--- config.mk ---
export PLATFORM = sky130hd
export DESIGN_NAME = vc_dest_arbiter
export DESIGN_NICKNAME = d
export VERILOG_FILES = /design/src/rtl/vc_dest_arbiter.sv
export SDC_FILE = /design/constraint.sdc
export NUM_CORES = 1
export LEC_CHECK = 0
export ABC_AREA = 1
export BUFFER_PORTS_ARGS = -buffer_cell sky130_fd_sc_hd__buf_2
export CAP_MARGIN = 20
export CORE_MARGIN = 4
export CORE_UTILIZATION = 51
export DETAILED_ROUTE_END_ITERATION = 7
export GPL_ROUTABILITY_DRIVEN = 0
export HOLD_SLACK_MARGIN = 0.03
export PLACE_DENSITY = 0.85
export SLEW_MARGIN = 20
export SYNTH_ARGS = -nofsm -noshare
export SYNTH_HDL_FRONTEND = slang
export SYNTH_SLANG_ARGS = --single-unit
export TNS_END_PERCENT = 100
--- constraint.sdc ---
create_clock -name clk -period 3.6 [get_ports clk]
set_input_delay 0.54 -clock clk [delete_from_list [all_inputs] [get_ports clk]]
set_output_delay 0.54 -clock clk [all_outputs]
set_load 0.05 [all_outputs]
--- src/rtl/vc_dest_arbiter.sv ---
// -----------------------------------------------------------------------------
// vc_dest_arbiter
//
// Purpose:
//   Pops words from two virtual-channel FIFOs (VC0, VC1) and forwards them to
//   one of two destination FIFOs (D0, D1). Bit 4 of each word selects the
//   destination. VC0 has strict priority, except that after MAX_STREAK
//   back-to-back VC0 grants with VC1 waiting, an eligible VC1 gets one grant.
//   A VC whose destination is almost full is skipped, so it never blocks the
//   other VC. The block starts in CONFIG. An init pulse latches the two
//   thresholds and moves it to RUN, where it stays until reset.
//
// Ports:
//   clk                              rising-edge clock
//   reset                            synchronous, active-high reset
//   init                             CONFIG -> RUN, latches Umbral_D0/D1
//   Umbral_D0, Umbral_D1             raw thresholds (4 bits each)
//   data_out_VC0, data_out_VC1       FWFT head word of each VC FIFO
//   empty_fifo_VC0, empty_fifo_VC1   VC FIFO empty flags
//   almost_full_D0, almost_full_D1   destination backpressure
//   pop_VC0_fifo, pop_VC1_fifo       combinational pop strobes (grant)
//   push_D0, push_D1                 registered destination write strobes
//   data_out                         registered word that goes with push_Dx
//   Umbral_D0_cfg, Umbral_D1_cfg     latched thresholds
//   active                           high in RUN
//   idle                             RUN, both VCs empty, no push in flight
//   count_D0, count_D1               words forwarded per destination, mod 256
// -----------------------------------------------------------------------------

// Property checker for the arbiter's internal invariants.
module vc_dest_arbiter_chk #(
    parameter int MAX_STREAK = 4
) (
    input logic       clk,
    input logic       reset,
    input logic       pop_vc0,
    input logic       pop_vc1,
    input logic       push_d0,
    input logic       push_d1,
    input logic [3:0] streak
);
    localparam logic [3:0] MAX_STREAK_C = 4'(MAX_STREAK);

    // Only one VC may be granted in a cycle.
    a_one_pop : assert property (@(posedge clk) disable iff (reset)
        !(pop_vc0 && pop_vc1));

    // Only one destination may be written in a cycle.
    a_one_push : assert property (@(posedge clk) disable iff (reset)
        !(push_d0 && push_d1));

    // The fairness counter saturates at its limit.
    a_streak_bound : assert property (@(posedge clk) disable iff (reset)
        streak <= MAX_STREAK_C);
endmodule

module vc_dest_arbiter #(
    parameter int DATA_WIDTH = 6,
    parameter int MAX_STREAK = 4
) (
    input  logic                  clk,
    input  logic                  reset,
    input  logic                  init,
    input  logic [3:0]            Umbral_D0,
    input  logic [3:0]            Umbral_D1,
    input  logic [DATA_WIDTH-1:0] data_out_VC0,
    input  logic [DATA_WIDTH-1:0] data_out_VC1,
    input  logic                  empty_fifo_VC0,
    input  logic                  empty_fifo_VC1,
    input  logic                  almost_full_D0,
    input  logic                  almost_full_D1,
    output logic                  pop_VC0_fifo,
    output logic                  pop_VC1_fifo,
    output logic                  push_D0,
    output logic                  push_D1,
    output logic [DATA_WIDTH-1:0] data_out,
    output logic [3:0]            Umbral_D0_cfg,
    output logic [3:0]            Umbral_D1_cfg,
    output logic                  active,
    output logic                  idle,
    output logic [7:0]            count_D0,
    output logic [7:0]            count_D1
);
    localparam int         DEST_BIT     = 4;
    localparam logic [3:0] MAX_STREAK_C = 4'(MAX_STREAK);

    typedef enum logic [0:0] {
        ST_CONFIG = 1'b0,
        ST_RUN    = 1'b1
    } state_t;

    state_t                state_r;
    state_t                state_next_s;
    logic                  run_s;
    logic                  elig_vc0_s;
    logic                  elig_vc1_s;
    logic                  grant_vc0_s;
    logic                  grant_vc1_s;
    logic                  grant_any_s;
    logic [DATA_WIDTH-1:0] grant_word_s;
    logic [3:0]            streak_r;
    logic [3:0]            streak_next_s;
    logic                  push_d0_r;
    logic                  push_d1_r;
    logic [DATA_WIDTH-1:0] data_r;
    logic [7:0]            count_d0_r;
    logic [7:0]            count_d1_r;
    logic [3:0]            cfg_d0_r;
    logic [3:0]            cfg_d1_r;

    // Backpressure seen by a head word: the almost_full of the destination it targets.
    function automatic logic dest_blocked(input logic [DATA_WIDTH-1:0] word,
                                          input logic af_d0,
                                          input logic af_d1);
        logic blocked;
        if (word[DEST_BIT]) begin
            blocked = af_d1;
        end else begin
            blocked = af_d0;
        end
        return blocked;
    endfunction

    // Control state register.
    always_ff @(posedge clk) begin
        if (reset) begin
            state_r <= ST_CONFIG;
        end else begin
            state_r <= state_next_s;
        end
    end

    // Next-state logic: CONFIG leaves on init, RUN is left only through reset.
    always_comb begin
        state_next_s = state_r;
        case (state_r)
            ST_CONFIG: begin
                if (init) begin
                    state_next_s = ST_RUN;
                end else begin
                    state_next_s = ST_CONFIG;
                end
            end
            ST_RUN:  state_next_s = ST_RUN;
            default: state_next_s = ST_CONFIG;
        endcase
    end

    assign run_s = (state_r == ST_RUN);

    // Eligibility per VC: has a word and its destination can accept it.
    always_comb begin
        elig_vc0_s = 1'b0;
        elig_vc1_s = 1'b0;
        if (run_s && !reset) begin
            elig_vc0_s = !empty_fifo_VC0 &&
                         !dest_blocked(data_out_VC0, almost_full_D0, almost_full_D1);
            elig_vc1_s = !empty_fifo_VC1 &&
                         !dest_blocked(data_out_VC1, almost_full_D0, almost_full_D1);
        end else begin
            elig_vc0_s = 1'b0;
            elig_vc1_s = 1'b0;
        end
    end

    // Grant selection: VC0 first unless VC1 has waited through a full streak.
    always_comb begin
        grant_vc0_s = 1'b0;
        grant_vc1_s = 1'b0;
        if ((streak_r == MAX_STREAK_C) && elig_vc1_s) begin
            grant_vc1_s = 1'b1;
        end else if (elig_vc0_s) begin
            grant_vc0_s = 1'b1;
        end else if (elig_vc1_s) begin
            grant_vc1_s = 1'b1;
        end else begin
            grant_vc0_s = 1'b0;
            grant_vc1_s = 1'b0;
        end
    end

    assign grant_any_s = grant_vc0_s || grant_vc1_s;

    // Head word of whichever VC won this cycle.
    always_comb begin
        grant_word_s = data_out_VC0;
        if (grant_vc1_s) begin
            grant_word_s = data_out_VC1;
        end else begin
            grant_word_s = data_out_VC0;
        end
    end

    // Streak update. It counts VC0 wins only while VC1 is waiting, and it saturates
    // so that a blocked VC1 cannot push it past the limit.
    always_comb begin
        streak_next_s = streak_r;
        if (!run_s) begin
            streak_next_s = streak_r;
        end else if (grant_vc1_s || empty_fifo_VC1) begin
            streak_next_s = 4'd0;
        end else if (grant_vc0_s) begin
            if (streak_r < MAX_STREAK_C) begin
                streak_next_s = streak_r + 4'd1;
            end else begin
                streak_next_s = MAX_STREAK_C;
            end
        end else begin
            streak_next_s = streak_r;
        end
    end

    // Fairness counter register.
    always_ff @(posedge clk) begin
        if (reset) begin
            streak_r <= 4'd0;
        end else begin
            streak_r <= streak_next_s;
        end
    end

    // Threshold latch: sampled only on the init cycle that leaves CONFIG.
    always_ff @(posedge clk) begin
        if (reset) begin
            cfg_d0_r <= 4'd0;
            cfg_d1_r <= 4'd0;
        end else if ((state_r == ST_CONFIG) && init) begin
            cfg_d0_r <= Umbral_D0;
            cfg_d1_r <= Umbral_D1;
        end else begin
            cfg_d0_r <= cfg_d0_r;
            cfg_d1_r <= cfg_d1_r;
        end
    end

    // Output stage: one cycle after a grant, present the word and strobe its destination.
    always_ff @(posedge clk) begin
        if (reset) begin
            push_d0_r <= 1'b0;
            push_d1_r <= 1'b0;
            data_r    <= {DATA_WIDTH{1'b0}};
        end else begin
            push_d0_r <= grant_any_s && !grant_word_s[DEST_BIT];
            push_d1_r <= grant_any_s &&  grant_word_s[DEST_BIT];
            if (grant_any_s) begin
                data_r <= grant_word_s;
            end else begin
                data_r <= data_r;
            end
        end
    end

    // Per-destination forwarded-word counters, free-running modulo 256.
    always_ff @(posedge clk) begin
        if (reset) begin
            count_d0_r <= 8'd0;
            count_d1_r <= 8'd0;
        end else begin
            count_d0_r <= count_d0_r + {7'd0, push_d0_r};
            count_d1_r <= count_d1_r + {7'd0, push_d1_r};
        end
    end

    assign pop_VC0_fifo  = grant_vc0_s;
    assign pop_VC1_fifo  = grant_vc1_s;
    assign push_D0       = push_d0_r;
    assign push_D1       = push_d1_r;
    assign data_out      = data_r;
    assign Umbral_D0_cfg = cfg_d0_r;
    assign Umbral_D1_cfg = cfg_d1_r;
    assign count_D0      = count_d0_r;
    assign count_D1      = count_d1_r;
    assign active        = run_s;
    assign idle          = run_s && empty_fifo_VC0 && empty_fifo_VC1 &&
                           !push_d0_r && !push_d1_r;

    vc_dest_arbiter_chk #(
        .MAX_STREAK (MAX_STREAK)
    ) u_chk (
        .clk     (clk),
        .reset   (reset),
        .pop_vc0 (grant_vc0_s),
        .pop_vc1 (grant_vc1_s),
        .push_d0 (push_d0_r),
        .push_d1 (push_d1_r),
        .streak  (streak_r)
    );
endmodule

# Yosys cells after proc, flatten, opt, wreduce, memory -nomap -nowiden
# Index checks and enable logic that the tools add are counted.
[word_totals] regBits=37 in_bits=27 output_inout_bits=36 elab_cells=55
[op_classes] add_sub_neg=3 magnitude_cmp=1 n_eq_ne=1 muxes=17 bitwise_logic=1 reduce_logical=23
[op_table] operator="8-bit by 1-bit adder with 8-bit output" count=2
[op_table] operator="1-bit two-way mux" count=12
[op_table] operator="4-bit two-way mux" count=3
[op_table] operator="1-bit logical AND" count=11
[op_table] operator="1-bit logical NOT" count=8
[op_table] operator="6-bit two-way mux" count=1
[op_table] operator="4-bit by 1-bit adder with 4-bit output, second input constant" count=1
[op_table] operator="4-bit by 3-bit equality test with 1-bit output, second input constant" count=1
[op_table] operator="4-bit by 3-bit < comparator with 1-bit output, second input constant" count=1
[op_table] operator="1-bit logical OR" count=2
[op_table] operator="1-bit one-hot mux with 2 select lines" count=1
[op_table] operator="2-bit AND reduction" count=1
[op_table] operator="2-bit nonzero test" count=1
[op_table] operator="1-bit inverter" count=1

# Depth between registers and ports, before layout
# Gate-level depths: netlist of the first run.
[depth] depth_word=12 mapped_depth=11

# Least setup slack after synthesis of the first run
# OpenSTA, ideal clock, no wires.
[synth_path] path_kind="register to output" from="reg state_r (netlist: active)" to="out idle" t_arrival_ps=2543 required_ps=3060 path_slack_ps=517 stages_incl_launch_ff=3 cell_sequence="dfxtp_1 > nand2_1 > nor4b_1"
[synth_between] elab_chain_len=4
[synth_lines] item="start: declaration" line="92" source="state_t state_r;"
[synth_lines] item="start signal: assignment" line="129" source="state_r <= state_next_s;"
[synth_lines] item="1-bit logical AND (3 in a row)" line="274" source="assign idle = run_s && empty_fifo_VC0 && empty_fifo_VC1 &&"
[synth_lines] item="1-bit logical AND" line="275" source="!push_d0_r && !push_d1_r;"
[synth_lines] item="end: declaration" line="80" source="output logic idle,"
# No other way between the ends.

# Final worst setup path of the first run
[layout_path] from="in reset" to="out pop_VC1_fifo"
[layout_between] elab_chain_len=6 elab_cells_between_ends=8 classes_between="5 x mux; 3 x reduce/logical"
[layout_lines] item="start: declaration" line="62" source="input logic reset,"
[layout_lines] item="1-bit logical NOT (*)" line="155" source="if (run_s && !reset) begin"
[layout_lines] item="1-bit logical AND (*)" line="155"
[layout_lines] item="1-bit two-way mux" line="155"
[layout_lines] item="1-bit two-way mux" line="174" source="end else if (elig_vc1_s) begin"
[layout_lines] item="1-bit two-way mux" line="172" source="end else if (elig_vc0_s) begin"
[layout_lines] item="1-bit two-way mux (*)" line="170" source="if ((streak_r == MAX_STREAK_C) && elig_vc1_s) begin"
[layout_lines] item="end: declaration" line="73" source="output logic pop_VC1_fifo,"
# Mark *: on every way between the ends. The rest lies on a longest branch, timed or not.

==> flow_results.org, run 1 <==
** Clock tree
- Number of buffers inserted during clock tree synthesis :: 5
- Count of cells resized by post-cts repair :: 0
- CTS clock-pin slew for the worst setup and hold paths :: 0.11 ns
- Clock tree synthesis selected as its root buffer the cell clkbuf_4.
- Buffers added to address setup during post-CTS repair amount to 0.
- CTS Hold Buffers Added :: 0
- Number of H-tree branching levels :: 2
- Num Clock Sinks :: 37
- The later pin in the worst-skew pair is clocked with a latency of 0.35 ns.
- In this run the deepest clock path goes through 2 buffers.
- CTS tree :: done

** Critical path
- Kind of start point of the critical path :: primary input
- List of cells traversed by the critical path :: buf_2 -> clkinv_4 -> nand2_4 -> nor2_4 -> nand3_2 -> nand2_4 -> inv_1 -> buf_2
- In this design, the stage delay of the slowest critical-path cell is 0.26 ns.
- Critical path required time :: 3.06 ns
- The worst setup path is captured at an output port.
- Setup CP Type :: primary input to output port
- Data on the critical path arrives at its endpoint at 1.67 ns.
- Among all stages on the critical path, the largest delay is contributed by buf_2.
- Largest fanout of any net on the critical path :: 23

** Power and ir drop
- The clock network accounts for 28.3% of the total power.
- VDD sags by at most 0.000221 V.
- Switching power share of the total :: 32.2%
- Internal power :: 0.568 mW
- Of the total power, registers draw 52.6%.
- In this run the power spent charging and discharging nets is 0.269 mW.
- Power spread over the standard cell area amounts to 412 nW/um^2.
- The completed layout was analyzed and its total power is 0.837 mW.
- Leakage component of the power :: 1.06 nW
- Combinational logic is responsible for 19.1% of the overall power.

** Synth
- Counting flops with a built-in enable in the synthesized netlist gives 0.
- Number of warnings issued by yosys :: 0
- Of the synthesized area, sequential elements account for 45.2%.
- #FFs+latches synth :: 37
- Combined area of all synthesized cells :: 1640 sq um
- The number of nets in the synthesized netlist is 250.
- Fraction of registers with async set/reset :: 0%
- Averaged over all synthesized cells, the footprint is 7.55 sq um.
- After synthesis, the cell types taking the most area are dfxtp_1, nor2_1, nand2_1.
- The biggest area contributor in the post-synthesis netlist is dfxtp_1.
- Synthesized instance count :: 217
- Post-synth top flop :: dfxtp_1
- Summed over its instances, the top area cell type makes up 45.2% of the synthesized netlist area.
- Number of distinct library cell variants in the gate-level netlist after synthesis :: 24

** Global routing
- For met2 alone, demand over resource in global routing was 30.5%.
- GR Layer Usage met1 :: 19.5%
- The first global-routing pass estimated 5740 um of wire.
- Overflow left after global routing :: 0
- Largest net degree at the start of global routing :: 24
- The number of global-route vias before repair is 1364.
- Met3 capacity usage during global routing :: 5.03%
- Most crowded layer after global routing :: met2
- Antenna violations before repair :: 0
- GRT Util Overall :: 17.9%

** Detailed routing
- After detailed routing, the number of vias per cell comes to 4.69.
- Detailed routing inserted a total of 1535 vias.
- Iter 0 DRT Violations :: 99
- The first detailed-routing pass ran for 4 iterations.
- Number of nets still failing antenna checks after routing :: 0
- Post-detailed-route DRC marker count :: 0
- For this block, the routed nets add up to 3420 um of wire.
- After detailed routing, the average wire length per cell comes to 10.4 um.

** Finish
- Ratio of cells with drive above 1 in the final layout :: 30.4%
- Syn-to-layout area delta :: 24.2%
- ANT cells :: 0
- Commonest cells after routing, fill and taps aside :: buf_2, nor2_1, dfxtp_1
- Most frequent standard cell in the layout excluding fill and tap cells :: buf_2
- Fillers :: 296
- The final layout contains 315 nets.
- Excluding fillers, the count of instances in the completed layout stands at 327.
- Once layout is done, the placed cells without fillers occupy 2030 sq um.

** Flow run
- The tool flagged a number of max-cap violations equal to 0.

** Timing
- Hold timing on the final database bottoms out at a slack of 0.409 ns.
- The number of pins exceeding their max-slew limit in the final report is 0.
- After layout, the worst path uses 61.5% of the clock period.
- Setup TNS after final layout :: 0 ns
- For the finished layout, the period the worst path requires is 2.21 ns.
- Static timing analysis puts the maximum clock frequency at 452 MHz.
- Worst Tran Pin Value :: 0.442 ns
- Rel. slew slack :: 70.4%
- Clk_skew :: 0.0132 ns
- Setup violations remaining at the end of the flow were counted as 0.
- The count of endpoints failing hold in the final timing report came to 0.
- Setup repair after global routing left no endpoint under its margin.

** Min path
- Tightest Hold Check Type :: primary input to register

** Placed design
- Once placement finished, the instance area stood at 1970 sq um.
- DP Cell Count :: 319
- After legalization and detailed placement, the total HPWL measured 2590 um.
- Port buffering added 62 buffers.

** Die
- 63 I/O pins were placed.
- Full die area :: 4180 sq um
- Die span in y :: 64.7 um
- Area of the placeable core :: 3050 sq um
- The die is 64.7 um wide.
- Floorplan row count :: 20
- Initial Utilization :: 53.6%

** Outcome
- The flow ran to the end, and the final reports show no timing, DRC or antenna violations.
==> registers in the layout, summed over array words and instances (netlist names) <==
name and cells:
streak_r 4, push_D1 1, count_D1 8, push_D0 1
Umbral_D1_cfg 4, Umbral_D0_cfg 4, data_out 6, count_D0 8
active 1
==> final timing paths <==
path                                  from                             to  slack, ns  cells past startpoint
hold reg to reg   data_out[1]$_SDFFE_PP0N_       data_out[1]$_SDFFE_PP0N_       0.46                      2
setup / recovery                     reset                   pop_VC1_fifo       1.39                      8
hold / removal                Umbral_D1[1]  Umbral_D1_cfg[1]$_SDFFE_PP0P_       0.41                      3
setup reg to reg  streak_r[0]$_SDFFE_PP0P_       data_out[4]$_SDFFE_PP0N_       2.19                     10
==> cells by family after synthesis <==
logic type      count (synthesis)  synth area share, %
buf+inv                        37                 9.93
compound gates                 40                 12.9
simple gates                   97                 27.3
flops                          37                 45.2
fa+ha+maj                       6                 4.58
==> layout make-up <==
| class | instances | area [sq um] | share of cell area [%] |
|---|---|---|---|
| timing repair buffer | 62 | 310 | 15.3 |
| multi-input combinational | 143 | 734 | 36.1 |
| clock buffer | 6 | 51.3 | 2.52 |
| clock inverter | 2 | 13.8 | 0.677 |
| sequential | 37 | 741 | 36.4 |
| inverter | 33 | 129 | 6.33 |
| tap | 44 | 55.1 | 2.71 |
==> cells in the mapped netlist, types with 3 or more instances <==
cell type and count:
dfxtp_1 37, nand3_1 3, nand2_2 3, ha_1 6, o21ai_0 20, nor3_1 5
o21ai_1 10, inv_1 31, nor2_1 39, nand2_1 34, a21oi_1 8, nand3_2 3
nand4_1 3
==> metal layers <==
| layer | vias up | routed length (um) |
|---|---|---|
| li1 | 814 | - |
| met3 | 7 | 164 |
| met5 | - | 0 |
| met1 | 682 | 1480 |
| met2 | 32 | 1690 |
| met4 | 0 | 86 |
==> power groups by stage <==
| stage | clock network (mW) | logic, mW | registers [mW] |
|---|---|---|---|
| finish | 0.237 | 0.160 | 0.440 |
| global route | 0.262 | 0.175 | 0.443 |
| CTS | 0.243 | 0.162 | 0.440 |
| detailed placement | 0 | 0.162 | 0.449 |
| global placement | 0 | 0.158 | 0.449 |
| floorplan | 0 | 0.0649 | 0.503 |
==> critical path: cells and delay by family <==
family / cells / cell delay (ns)
AND/OR/NAND/NOR: 4 / 0.36
buffers and inverters: 4 / 0.77
==> through the flow <==
| step | utilization (%) | setup slack [ns] |
|---|---|---|
| 2_1_floorplan | - | 0.517 |
| 3_3_place_gp | 64.5 | 1.40 |
| 3_5_place_dp | 64.5 | 1.38 |
| 4_1_cts | 66.6 | 1.38 |
| 5_1_grt | 66.6 | 1.27 |
| 6_report | 66.6 | 1.39 |
(Power assumes the default switching activity.)
==> run 2, diff against run 1 <==
Settings changed: CORE_UTILIZATION 51 to 48, PLACE_DENSITY 0.85 to 0.81.
Clock period 3.6 ns to 2.3 ns, I/O delays scaled along.
==> run 2 against run 1 <==
Power grew 48%. Worst setup slack got worse by 1.1 ns. Global-route usage fell by 1.8 points. Register-to-register slack got worse by 1.3 ns. Critical endpoint unchanged. Largest cell class unchanged. Largest power group unchanged. Highest routed layer unchanged.
==> flow_results.org, run 2 (synthesis results as in run 1) <==
** Timing
- Final worst-path cycle share :: 85.7%
- After routing, the total negative slack on setup checks comes to 0 ns.
- Setup slack after layout :: 0.329 ns
- Clk_skew :: 0.00714 ns
- Worst Tran Pin Value :: 0.443 ns
- Setup repair after global routing left no endpoint under its margin.
- Rel. slew slack :: 70.4%
- The number of pins exceeding their max-slew limit in the final report is 0.
- Final critical path time including I/O delays and setup :: 1.97 ns
- Final count of hold timing violations :: 0
- Endpoints failing setup :: 0
- Maximum achievable frequency :: 507 MHz

** Die
- From bottom edge to top edge, the die measures 66.4 um.
- The floorplan step defined a die boundary enclosing 4410 sq um.
- Area of the placeable core :: 3150 sq um
- Total I/O pin count :: 63
- Floorplan row count :: 20
- Initial Utilization :: 51.9%
- From left edge to right edge, the die measures 66.4 um.

** Clock tree
- Root buffer cell :: clkbuf_4
- CTS Hold Buffers Added :: 0
- The clock drives 37 sinks.
- Number of buffers inserted during clock tree synthesis :: 5
- CTS tree :: done
- The longest clock path from root to sink contains 2 buffers.
- The clock reaches the later pin of the worst-skew pair after 0.33 ns.
- Count of cells resized by post-cts repair :: 0
- After clock tree synthesis, the clock-pin slew on the worst setup and hold paths is 0.10 ns.
- Setup Fix Bufs, Post-CTS :: 0
- The clock tree synthesis step divided the H-tree into 2 levels.

** Detailed routing
- Number of vias after detailed routing :: 1538
- Post-detailed-route DRC marker count :: 0
- Number of vias per cell :: 4.73
- Pre-Repair DR Iteration Count :: 4
- The detailed router finished its first iteration with 58 violations.
- Final routed wirelength across all metal layers :: 3400 um
- In the final routed layout, each cell accounts on average for 10.5 um.
- In this run the remaining antenna-violating nets after routing total 0.

** Global routing
- After global routing the overflow that remains totals 0.
- GRT Util Overall :: 16.1%
- Entering global routing, the biggest net connects 24 pins.
- Vias in the first global route :: 1345
- Antenna violations before repair :: 0
- The first global-routing pass estimated 5480 um of wire.

** Power and ir drop
- Worst supply voltage drop on vdd :: 0.000350 V
- Power density over the cells :: 615 nW/um^2
- Total Power Consumption :: 1.24 mW
- Leakage component of the power :: 1.06 nW

** Finish
- In the final layout, flip-flops and latches occupy 741 sq um.
- The repair_antennas step left the layout with diodes totalling 0.
- Compared with the post-synthesis result, the final layout area differs by 23.2%.
- Summing all multi-input logic gate instances after layout gives 741 sq um.
- Ratio of cells with drive above 1 in the final layout :: 30.2%
- The library cell used most frequently in the layout, excluding fill and tap cells, is buf_2.
- Commonest cells after routing, fill and taps aside :: buf_2, nor2_1, dfxtp_1
- For this run, the post-layout net count is 315.
- Fillers :: 295
- Fin area :: 2020 sq um

** Critical path
- Among cell families on the critical path, the largest total delay comes from flip-flops.
- Signal arrival time at the worst endpoint :: 1.63 ns
- The worst setup path is launched from a register.
- The critical path contains buffers and inverters numbering 2 combined.
- Slowest CP cell :: dfxtp_1
- STA classifies the critical path endpoint as an output port.
- Largest fanout of any net on the critical path :: 15
- STA puts the critical path data required time at 1.96 ns.
- Largest stage delay on the critical path :: 0.51 ns
- List of cells traversed by the critical path :: nand3_2 -> nor2_4 -> nand2_4 -> inv_1 -> buf_2
- Setup CP Type :: register to output port

** Placed design
- Before CTS, the worst setup slack after placement is 0.475 ns.
- HPWL after DPL :: 2700 um
- Placed inst area :: 1980 sq um
- Input and output buffers added on the ports amount to 62.

** Min path
- In this run the worst hold path is classified as primary input to register.

** Flow run
- # Max-Cap Violations :: 0

** Outcome
- The run finished with clean final reports.
run 2: changes by cell type in the layout (fill, tap and decap cells not counted):
| cell | change |
|---|---|
| o21ai_0 | -1 |
| nor4b_1 | -1 |
| clkinv_4 | -1 |
| nor4b_2 | +1 |
| o21ai_1 | +1 |
| clkbuf_8 | -1 |
run 2: worst paths after layout:
path / slack, ns / startpoint / to / cells past startpoint
setup reg to reg: 0.87 / push_D1$_SDFF_PP0_ / count_D1[7]$_SDFF_PP0_ / 8
setup / recovery: 0.33 / active$_SDFF_PP0_ / pop_VC1_fifo / 5
hold reg to reg: 0.46 / data_out[5]$_SDFFE_PP0N_ / data_out[5]$_SDFFE_PP0N_ / 2
hold / removal: 0.23 / Umbral_D1[0] / Umbral_D1_cfg[0]$_SDFFE_PP0P_ / 3
run 2: area by class of cell:
class | count | share of cell area (%)
inverters | 33 | 6.39
repair buffers | 62 | 15.4
clock inverters | 1 | 0.248
flip-flops and latches | 37 | 36.7
multi-input cells | 143 | 36.7
clock buffers | 5 | 1.86
well taps | 44 | 2.73
run 2: through the flow:
step	std cells	hold WS, ns	util, %
global placement	319	0.443	62.7
detailed placement	319	0.447	62.7
global route	325	0.231	64.0
floorplan	217	0.438	-
CTS	325	0.228	64.0
finish	325	0.231	64.0
run 2: report_power, final:
| part | internal (mW) | switching, mW |
|---|---|---|
| clock network | 0.106 | 0.195 |
| logic | 0.0701 | 0.181 |
| registers | 0.670 | 0.0191 |
| total | 0.846 | 0.395 |
run 2: worst reg2reg max path: cells and delay by family (launching register included):
family                     cells  cell delay [ns]
and+or+nand+nor                7             0.76
DFF                            1             0.40
adders and majority gates      1             0.20
run 2: metal layers:
metal	share of wire, %	GRT usage (%)	wire length (um)
met1	42	17.5	1440
met2	50	28.7	1710
met3	5.0	3.57	171
met4	2.2	8.38	74
met5	0	0	0
